## config.mk

```make
export PLATFORM = sky130hd
export DESIGN_NAME = chaotic_lorenz_gen
export DESIGN_NICKNAME = d
export VERILOG_FILES = /design/src/rtl/chaotic_pkg.sv /design/src/rtl/lorenz_step_dp.sv /design/src/rtl/chaotic_lorenz_gen.sv
export SDC_FILE = /design/constraint.sdc
export NUM_CORES = 2
export LEC_CHECK = 0
export ABC_AREA = 1
export CAP_MARGIN = 10
export CELL_PAD_IN_SITES_DETAIL_PLACEMENT = 0
export CELL_PAD_IN_SITES_GLOBAL_PLACEMENT = 2
export CORE_MARGIN = 2
export CORE_UTILIZATION = 40
export CTS_BUF_LIST = sky130_fd_sc_hd__clkbuf_4
export DETAILED_ROUTE_END_ITERATION = 12
export PLACE_DENSITY = 0.87
export SLEW_MARGIN = 15
export SYNTH_ARGS = -nofsm -noshare
export SYNTH_HDL_FRONTEND = slang
export SYNTH_SLANG_ARGS = --single-unit
export TNS_END_PERCENT = 50
```

## constraint.sdc

```tcl
create_clock -name clk -period 12.35 [get_ports clk]
set_clock_uncertainty 0.1 [all_clocks]
set_input_delay 2.47 -clock clk [delete_from_list [all_inputs] [get_ports clk]]
set_output_delay 2.47 -clock clk [all_outputs]
set_load 0.1 [all_outputs]
```

## src/rtl/chaotic_pkg.sv

```systemverilog
// Shared constants, FSM encoding and fixed-point helpers for the chaotic Lorenz generator.
package chaotic_pkg;

  localparam int unsigned WIDE_W  = 128;
  localparam int unsigned RHO_INT = 28;

  // beta ~= 2 + 2^-1 + 2^-3 + 2^-5 + 2^-7
  localparam int unsigned BETA_SHIFTS [4] = '{1, 3, 5, 7};

  typedef logic signed [WIDE_W-1:0] wide_t;

  typedef enum logic [2:0] {
    IDLE   = 3'd0,
    MUL_A  = 3'd1,
    MUL_B  = 3'd2,
    UPDATE = 3'd3,
    DONE   = 3'd4
  } state_t;

  function automatic wide_t rho_q(input int unsigned frac_bits);
    return wide_t'(RHO_INT) <<< frac_bits;
  endfunction

  // Clamp to the range of a signed w-bit word; caller truncates to w bits.
  function automatic wide_t sat_signed(input wide_t v, input int unsigned w);
    wide_t hi;
    wide_t lo;
    hi = (wide_t'(1) <<< (w - 1)) - wide_t'(1);
    lo = -(wide_t'(1) <<< (w - 1));
    if (v > hi) return hi;
    if (v < lo) return lo;
    return v;
  endfunction

  // Offset-binary mapping; caller truncates to w bits, which supplies the wrap.
  function automatic wide_t map_phase(input wide_t s, input int unsigned w,
                                      input int unsigned sh);
    return (s <<< sh) ^ (wide_t'(1) <<< (w - 1));
  endfunction

endpackage

```

## src/rtl/lorenz_step_dp.sv

```systemverilog
// Combinational forward-Euler Lorenz update from old state and registered products.
module lorenz_step_dp
  import chaotic_pkg::*;
#(
  parameter int unsigned PHASE_WIDTH = 32,
  parameter int unsigned DT_SHIFT    = 8
) (
  input  logic signed [PHASE_WIDTH-1:0] x_i,
  input  logic signed [PHASE_WIDTH-1:0] y_i,
  input  logic signed [PHASE_WIDTH-1:0] z_i,
  input  logic signed [PHASE_WIDTH-1:0] pa_i,
  input  logic signed [PHASE_WIDTH-1:0] pb_i,
  output logic signed [PHASE_WIDTH-1:0] x_o,
  output logic signed [PHASE_WIDTH-1:0] y_o,
  output logic signed [PHASE_WIDTH-1:0] z_o
);

  localparam int unsigned IW = PHASE_WIDTH + 8;

  logic signed [IW-1:0] xe, ye, ze, pae, pbe;
  logic signed [IW-1:0] dyx, dx, dy, dz, bz;

  always_comb begin
    xe  = IW'(x_i);
    ye  = IW'(y_i);
    ze  = IW'(z_i);
    pae = IW'(pa_i);
    pbe = IW'(pb_i);

    dyx = ye - xe;
    dx  = (dyx <<< 3) + (dyx <<< 1);
    dy  = pae - ye;
    bz  = ze <<< 1;
    for (int unsigned i = 0; i < $size(BETA_SHIFTS); i++) begin
      bz = bz + (ze >>> BETA_SHIFTS[i]);
    end
    dz  = pbe - bz;

    x_o = PHASE_WIDTH'(sat_signed(wide_t'(xe + (dx >>> DT_SHIFT)), PHASE_WIDTH));
    y_o = PHASE_WIDTH'(sat_signed(wide_t'(ye + (dy >>> DT_SHIFT)), PHASE_WIDTH));
    z_o = PHASE_WIDTH'(sat_signed(wide_t'(ze + (dz >>> DT_SHIFT)), PHASE_WIDTH));
  end

endmodule

```

## src/rtl/chaotic_lorenz_gen.sv

```systemverilog
// Fixed-point discrete Lorenz generator: each ctrl pulse runs ITERS_PER_CTRL Euler
// steps through one shared multiplier, then strobes the offset-binary mapped state.
module chaotic_lorenz_gen
  import chaotic_pkg::*;
#(
  parameter int unsigned            PHASE_WIDTH    = 32,
  parameter int unsigned            FRAC_BITS      = 24,
  parameter int unsigned            DT_SHIFT       = 8,
  parameter int unsigned            ITERS_PER_CTRL = 1,
  parameter int unsigned            OUT_SHIFT      = 2,
  parameter logic [PHASE_WIDTH-1:0] INIT_X         = 32'h0100_0000,
  parameter logic [PHASE_WIDTH-1:0] INIT_Y         = 32'h0100_0000,
  parameter logic [PHASE_WIDTH-1:0] INIT_Z         = 32'h0100_0000
) (
  input  logic                   clk,
  input  logic                   rst_n,
  input  logic                   chaotic_ctrl,
  input  logic                   seed_load,
  input  logic [PHASE_WIDTH-1:0] seed_x,
  input  logic [PHASE_WIDTH-1:0] seed_y,
  input  logic [PHASE_WIDTH-1:0] seed_z,
  output logic                   chaotic_valid,
  output logic [PHASE_WIDTH-1:0] chaotic_x,
  output logic [PHASE_WIDTH-1:0] chaotic_y,
  output logic [PHASE_WIDTH-1:0] chaotic_z,
  output logic                   busy,
  output logic                   ctrl_overrun
);

  localparam int unsigned PW2 = 2 * PHASE_WIDTH;

  state_t state_q, state_d;

  logic signed [PHASE_WIDTH-1:0] x_q, x_d, y_q, y_d, z_q, z_d;
  logic signed [PHASE_WIDTH-1:0] pa_q, pa_d, pb_q, pb_d;
  logic signed [PHASE_WIDTH-1:0] nx, ny, nz;
  logic signed [PHASE_WIDTH-1:0] rz_sat, mul_b, prod_sat;
  logic signed [PW2-1:0]         prod;
  logic [PHASE_WIDTH-1:0]        ox_q, ox_d, oy_q, oy_d, oz_q, oz_d;
  logic [7:0]                    cnt_q, cnt_d;
  logic [8:0]                    cnt_inc;
  logic                          valid_q, valid_d, ovr_q, ovr_d;

  // Single multiplier: x*(RHO-z) in MUL_A, x*y in MUL_B.
  always_comb begin
    rz_sat   = PHASE_WIDTH'(sat_signed(rho_q(FRAC_BITS) - wide_t'(z_q), PHASE_WIDTH));
    mul_b    = (state_q == MUL_B) ? y_q : rz_sat;
    prod     = PW2'(x_q) * PW2'(mul_b);
    prod_sat = PHASE_WIDTH'(sat_signed(wide_t'(prod >>> FRAC_BITS), PHASE_WIDTH));
  end

  lorenz_step_dp #(
    .PHASE_WIDTH (PHASE_WIDTH),
    .DT_SHIFT    (DT_SHIFT)
  ) u_step (
    .x_i  (x_q),
    .y_i  (y_q),
    .z_i  (z_q),
    .pa_i (pa_q),
    .pb_i (pb_q),
    .x_o  (nx),
    .y_o  (ny),
    .z_o  (nz)
  );

  always_comb begin
    state_d = state_q;
    x_d     = x_q;
    y_d     = y_q;
    z_d     = z_q;
    pa_d    = pa_q;
    pb_d    = pb_q;
    ox_d    = ox_q;
    oy_d    = oy_q;
    oz_d    = oz_q;
    cnt_d   = cnt_q;
    cnt_inc = {1'b0, cnt_q} + 9'd1;
    valid_d = 1'b0;
    ovr_d   = chaotic_ctrl && (state_q != IDLE);

    case (state_q)
      IDLE: begin
        // Seed and ctrl together: the iteration starts from the freshly loaded seed.
        if (seed_load) begin
          x_d = $signed(seed_x);
          y_d = $signed(seed_y);
          z_d = $signed(seed_z);
        end
        if (chaotic_ctrl) state_d = MUL_A;
      end
      MUL_A: begin
        pa_d    = prod_sat;
        state_d = MUL_B;
      end
      MUL_B: begin
        pb_d    = prod_sat;
        state_d = UPDATE;
      end
      UPDATE: begin
        x_d     = nx;
        y_d     = ny;
        z_d     = nz;
        cnt_d   = cnt_inc[7:0];
        state_d = (cnt_inc < 9'(ITERS_PER_CTRL)) ? MUL_A : DONE;
      end
      DONE: begin
        valid_d = 1'b1;
        ox_d    = PHASE_WIDTH'(map_phase(wide_t'(x_q), PHASE_WIDTH, OUT_SHIFT));
        oy_d    = PHASE_WIDTH'(map_phase(wide_t'(y_q), PHASE_WIDTH, OUT_SHIFT));
        oz_d    = PHASE_WIDTH'(map_phase(wide_t'(z_q), PHASE_WIDTH, OUT_SHIFT));
        cnt_d   = '0;
        state_d = IDLE;
      end
      default: state_d = IDLE;
    endcase
  end

  always_ff @(posedge clk) begin
    if (!rst_n) begin
      state_q <= IDLE;
      x_q     <= INIT_X;
      y_q     <= INIT_Y;
      z_q     <= INIT_Z;
      pa_q    <= '0;
      pb_q    <= '0;
      ox_q    <= '0;
      oy_q    <= '0;
      oz_q    <= '0;
      cnt_q   <= '0;
      valid_q <= 1'b0;
      ovr_q   <= 1'b0;
    end else begin
      state_q <= state_d;
      x_q     <= x_d;
      y_q     <= y_d;
      z_q     <= z_d;
      pa_q    <= pa_d;
      pb_q    <= pb_d;
      ox_q    <= ox_d;
      oy_q    <= oy_d;
      oz_q    <= oz_d;
      cnt_q   <= cnt_d;
      valid_q <= valid_d;
      ovr_q   <= ovr_d;
    end
  end

  assign chaotic_valid = valid_q;
  assign chaotic_x     = ox_q;
  assign chaotic_y     = oy_q;
  assign chaotic_z     = oz_q;
  assign busy          = (state_q != IDLE);
  assign ctrl_overrun  = ovr_q;

endmodule

```

# ---- Word level (Yosys, flattened, before mapping)
# Index checks and enable logic that the tools add are counted.
dict set report totals {
  register_bits 263
  in_bits 100
  out_inout_bits 99
  word_cells 99
}
dict set report op_classes {
  addsub 13
  multipliers 1
  n_lt_le_gt_ge 11
  n_eq_ne 6
  muxes 47
  n_bitwise 3
  n_reduce_logical 6
}
# operator count
set ops {}
lappend ops {{32-bit two-way mux} 24}
lappend ops {{32-bit one-hot mux with 2 select lines} 3}
lappend ops {{33-bit by 32-bit > comparator with 1-bit output (second input constant)} 4}
lappend ops {{33-bit by 32-bit less-than comparator with 1-bit output (second input constant)} 4}
lappend ops {{32-bit by 32-bit subtractor with 33-bit output} 2}
lappend ops {{32-bit by 32-bit multiplier with 64-bit output} 1}
lappend ops {{40-bit by 25-bit adder with 40-bit output} 1}
lappend ops {{40-bit by 27-bit adder with 40-bit output} 1}
lappend ops {{40-bit by 32-bit > comparator with 1-bit output (second input constant)} 1}
lappend ops {{40-bit by 32-bit less-than comparator with 1-bit output (second input constant)} 1}
lappend ops {{32-bit by 40-bit subtractor with 40-bit output} 1}
lappend ops {{36-bit by 34-bit adder with 37-bit output} 1}
lappend ops {{34-bit by 29-bit adder with 35-bit output} 1}
lappend ops {{33-bit by 31-bit adder with 34-bit output} 1}
lappend ops {{32-bit by 25-bit adder with 33-bit output} 1}
lappend ops {{32-bit by 29-bit adder with 33-bit output} 1}
lappend ops {{32-bit by 32-bit adder with 33-bit output} 1}
lappend ops {{30-bit by 32-bit subtractor with 33-bit output (first input constant)} 1}
lappend ops {{1-bit two-way mux} 16}
lappend ops {{8-bit one-hot mux with 2 select lines} 1}
lappend ops {{3-bit one-hot mux with 4 select lines} 1}
lappend ops {{8-bit by 1-bit adder with 9-bit output (second input constant)} 1}
lappend ops {{9-bit by 1-bit less-than comparator with 1-bit output (second input constant)} 1}
lappend ops {{3-bit by 2-bit == test with 1-bit output (second input constant)} 2}
lappend ops {{10 further kinds} 15}

# ---- Longest topological paths before layout
dict set report depth {
  ltp_word 13
  depth_mapped 58
  depth_no_buf 54
}

# ---- Cells and area by module
# Synthesis repeated with hierarchy kept, for this count alone.
dict set report unflattened {
  hier_cells 8896
  area_unflattened_um2 65225.1
}
# mod n_inst cells_each area_per_inst_um2 seq_area_each_um2
set modules_own_cells {}
lappend modules_own_cells {chaotic_lorenz_gen 1 6046 48098.6 5265.0}
lappend modules_own_cells {lorenz_step_dp 1 2850 17126.4 0.0}

# ---- Least setup slack after synthesis
# No wires, ideal clock.
dict set report synth_timing {
  path_kind {register to register}
  start {reg z_q[31]}
  end {reg pb_q[30]}
  setup_ns 0.109
  t_arrival_ns 9.924
  required_time_ns 12.141
  setup_slack_ns 2.217
  path_stages_with_launch 44
  path_buffers 3
  synth_period_minus_slack_ns 10.133
  path_cell_list {dfxtp_1 > inv_1 > ha_1 > nand2_1 > o21bai_1 > nand2_1 > nand2_1 > nand2_2 > inv_1 > buf_1 > o211ai_1 > o21ai_1 > clkbuf_1 > nor2_1 > fa_1 > inv_1 > fa_1 > inv_1 > (+8 left out) > inv_1 > fa_1 > ha_1 > a21oi_1 > inv_1 > a31oi_1 > o21ai_0 > a221oi_1 > nand3_1 > nand2_4 > nand2_1 > nor2_1 > nand3_1 > nand2_4 > buf_6 > nand3_1 > nand2_1 > inv_1}
}
dict set report synth_between {
  elab_chain_cells 13
  word_cells_on_any_way 19
  cone_classes {add/sub (1); mul (1); order compare (4); mux (13)}
}
# element line
set synth_rtl {}
lappend synth_rtl {{start: declaration} chaotic_lorenz_gen.sv:34} ;# logic signed [PHASE_WIDTH-1:0] x_q, x_d, y_q, y_d, z_q, z_d;
lappend synth_rtl {{start signal: assignment} chaotic_lorenz_gen.sv:136} ;# z_q <= z_d;
lappend synth_rtl {{30-bit by 32-bit subtractor with 33-bit output (*)} chaotic_lorenz_gen.sv:46} ;# rz_sat = PHASE_WIDTH'(sat_signed(rho_q(FRAC_BITS) - wide_t'(z_q), PHASE_WIDTH));
lappend synth_rtl {{33-bit by 32-bit less-than comparator with 1-bit output} chaotic_pkg.sv:31} ;# if (v < lo) return lo;
lappend synth_rtl {{1-bit two-way mux (2 in a row)} chaotic_pkg.sv:31}
lappend synth_rtl {{32-bit two-way mux} chaotic_pkg.sv:32} ;# return v;
lappend synth_rtl {{32-bit two-way mux (*)} chaotic_pkg.sv:31}
lappend synth_rtl {{32-bit two-way mux (*)} chaotic_lorenz_gen.sv:47} ;# mul_b = (state_q == MUL_B) ? y_q : rz_sat;
lappend synth_rtl {{32-bit by 32-bit multiplier with 64-bit output (*)} chaotic_lorenz_gen.sv:48} ;# prod = PW2'(x_q) * PW2'(mul_b);
lappend synth_rtl {{40-bit by 32-bit less-than comparator with 1-bit output} chaotic_pkg.sv:31}
lappend synth_rtl {{1-bit two-way mux (2 in a row)} chaotic_pkg.sv:31}
lappend synth_rtl {{32-bit two-way mux} chaotic_pkg.sv:32}
lappend synth_rtl {{32-bit two-way mux (*)} chaotic_pkg.sv:31}
lappend synth_rtl {{end signal: assignment} chaotic_lorenz_gen.sv:138} ;# pb_q <= pb_d;
lappend synth_rtl {{end: declaration} chaotic_lorenz_gen.sv:35} ;# logic signed [PHASE_WIDTH-1:0] pa_q, pa_d, pb_q, pb_d;
# Every way passes the cells marked *; elsewhere a longest branch is shown, timed or not. The select of a mux whose other input is x is not followed.
# A chain may end at the register's enable or synchronous reset.

# ---- Worst setup path in the final report
dict set report layout_timing {
  start {reg z_q[1]}
  end {reg pb_q[6]}
}
# Same word-level chain as after synthesis.

==> flow_summary_export.csv <==
group,metric,value,unit
run_status,status,"completed",
yosys,yosysSeqAreaShare,8.67,%
critical_path,cp.arrival,12.37,ns
yosys,ys.flop_type,"dfxtp_1",
timing,finalCritPeriodShare,94.6,%
placed_design,gp_congestion,0.962,
run,maxCapViolCount,0,
final_layout,fillCellCount,15406,
yosys,synth_edf_count,0,
critical_path,critPathMaxStageDelay,0.64,ns
final_layout,finalNetCount,9631,
global_route,overflow,0,
drt,vias,53083,
timing,fin_crit,11.68,ns
yosys,synth_seq_cells,263,
critical_path,reg2reg_from,"z_q[1]$_SDFFE_PN0P_",
drt,drc_errors,0,
timing,hold_violations,0,
timing,slew_viol_final,0,
drt,ant_nets,0,
yosys,syn-cell-area,60700,um^2
yosys,syn_area_per_cell,7.83,um^2
final_layout,areaGrowthSynthToFinish,9.32,%
critical_path,cp-end-kind,"register",
clock_network,clock_path_buffers,3,
critical_path,crit_path_start_kind,"register",
clock_network,cts_buffers,76,
timing,worst_pin_slew,1.11,ns
floorplanning,core_area,150000,um^2
global_route,grt_pass1_vias,55052,
drt,post_drt_wl_per_cell,23.8,um
drt,first_pass_iters,6,
placed_design,place_hpwl,194,mm
floorplanning,die_area,155000,um^2
yosys,async_reset_ff_share,0,%
yosys,syn_inst,7758,
global_route,antenna_found_initial,3,
critical_path,cp_common_cell,"nand2_1",
placed_design,io_buffers,192,
critical_path,required,13.04,ns
global_route,grt_pass1_wl,359,mm
worst_hold_path,min_from,"cnt_q[4]$_SDFFE_PN0P_",
floorplanning,initial_core_util,40.4,%
global_route,grtUsageTotal,30.9,%
clock_network,cts.clk_slew.worst_paths,0.07,ns
placed_design,pre_cts_slack,0.613,ns
floorplanning,die_w,394,um
floorplanning,die_h,394,um
clock_network,cts-root-buf,"clkbuf_4",
critical_path,startpoint,"z_q[1]$_SDFFE_PN0P_",
final_layout,final_common_cell,"inv_1",
clock_network,clock_latency,0.94,ns
critical_path,slowest_stage,"fa_1",
final_layout,drive_gt1_share,5.54,%
final_layout,final_cell_mix,"inv_1 (1431), nand2_1 (1369), fa_1 (1171), nor2_1 (855), a21oi_1 (573)",
clock_network,cts.sinks,263,
worst_hold_path,min_path_type,"reg2reg",
yosys,yosysWarnings,0,
floorplanning,rows,142,
clock_network,cts_tree,"done",
clock_network,h-tree-depth,3,
floorplanning,ioPinCount,199,
yosys,ys_types,53,
drt,wl,237,mm
clock_network,post_cts_buffers,0,
critical_path,crit_type,"reg2reg",
global_route,grt_start_max_net_pins,109,
timing,setup_viol,0,
critical_path,worstPathMaxFanout,62,
timing,fmax,85.6,MHz
timing,worst_slack,0.670,ns
drt,drt_iter0_markers,4588,
drt,via_per_inst,5.31,
timing,max_slew_margin,25.5,%
## metal layers
metal,vias to the layer above,GRT usage (%),share of wire (%)
li1,24138,-,-
met1,26608,41.6,43
met2,1980,50.2,46
met3,355,5.89,7.5
met4,2,9.50,3.7
met5,-,0,0.0051
## Yosys cell counts (10+ instances only)
library cell     n  area [um^2]
inv_1         1432         5380
nand2_1       1370         5140
fa_1          1172        23500
nor2_1         859         3220
a21oi_1        573         2870
ha_1           446         5580
o21ai_0        389         1950
dfxtp_1        263         5270
clkbuf_1       253          950
nand3_1        190          951
xor2_1         164         1440
xnor2_1        117         1020
or2_2           62          388
o21a_1          56          420
o21ai_1         46          230
nor3_1          35          175
o211ai_1        28          210
a31oi_1         27          169
clkinv_1        26         97.6
nand4_1         26          163
o21bai_1        26          195
buf_4           22          165
a21boi_0        16          120
a21o_1          16          120
buf_2           15         75.1
nand2_2         12         75.1
nor4_1          12         75.1
a21boi_1        11         82.6
buf_6           10          113
## final timing paths
| path | end | slack [ns] | depth (start not counted) |
|---|---|---|---|
| setup / recovery | pb_q[6]$_SDFFE_PN0P_ | 0.67 | 49 |
| setup reg to reg | pb_q[6]$_SDFFE_PN0P_ | 0.67 | 49 |
| hold reg to reg | cnt_q[4]$_SDFFE_PN0P_ | 0.38 | 2 |
| hold / removal | cnt_q[4]$_SDFFE_PN0P_ | 0.38 | 2 |
## kinds of logic after synthesis
group | Yosys count | share of synthesized area (%)
AO/OA/AOI/OAI | 1227 | 11.0
flip-flops | 263 | 8.67
adder cells (fa/ha/maj) | 1618 | 47.8
other | 1 | 0.00618
AND/OR/NAND/NOR | 2591 | 17.1
XOR/XNOR | 281 | 4.05
buffers and inverters | 1777 | 11.3
## flip-flops by register name (all words and copies together) (netlist names)
register       cells
chaotic_valid      1
chaotic_x         30
z_q               32
pa_q              32
chaotic_y         30
cnt_q              8
ctrl_overrun       1
x_q               32
y_q               32
state_q            3
chaotic_z         30
pb_q              32
## stage by stage
step                TNS (ns)  instances  utilization [%]  hold slack [ns]  cell area (um^2)
floorplan                  0       7763                -            0.354             60700
global placement           0       9851             43.5            0.370             65400
detailed placement         0       9851             43.5            0.372             65400
CTS                        0       9980             44.1            0.383             66300
global route         -0.0352       9984             44.2            0.408             66400
finish                     0       9988             44.2            0.385             66400
## critical path: cells and delay by family (launching register included)
kind	cells	cell delay, ns
buffers and inverters	12	1.66
adders and majority gates	10	4.82
AOI/OAI and AO/OA	9	1.93
and+or+nand+nor	18	2.56
DFF	1	0.39
## final cells by class
cell class,instances,area [um^2],share of cell area (%)
multi-input combinational,5723,48700,73.4
inverter,1465,5500,8.29
sequential,263,5270,7.93
timing repair buffer,384,3400,5.13
tap,2016,2520,3.80
clock buffer,111,833,1.26
clock inverter,18,85.1,0.128
antenna,8,20.0,0.0302
## what timing repair did
| action | in CTS | in global routing |
|---|---|---|
| hold buffers | 0 | 0 |
| endpoints found under the setup margin | 0 | 62 |
| resized for setup | 0 | 6 |
Power is not shown: default switching activity piles up to over one toggle a cycle in this logic, so the estimate is an artifact.
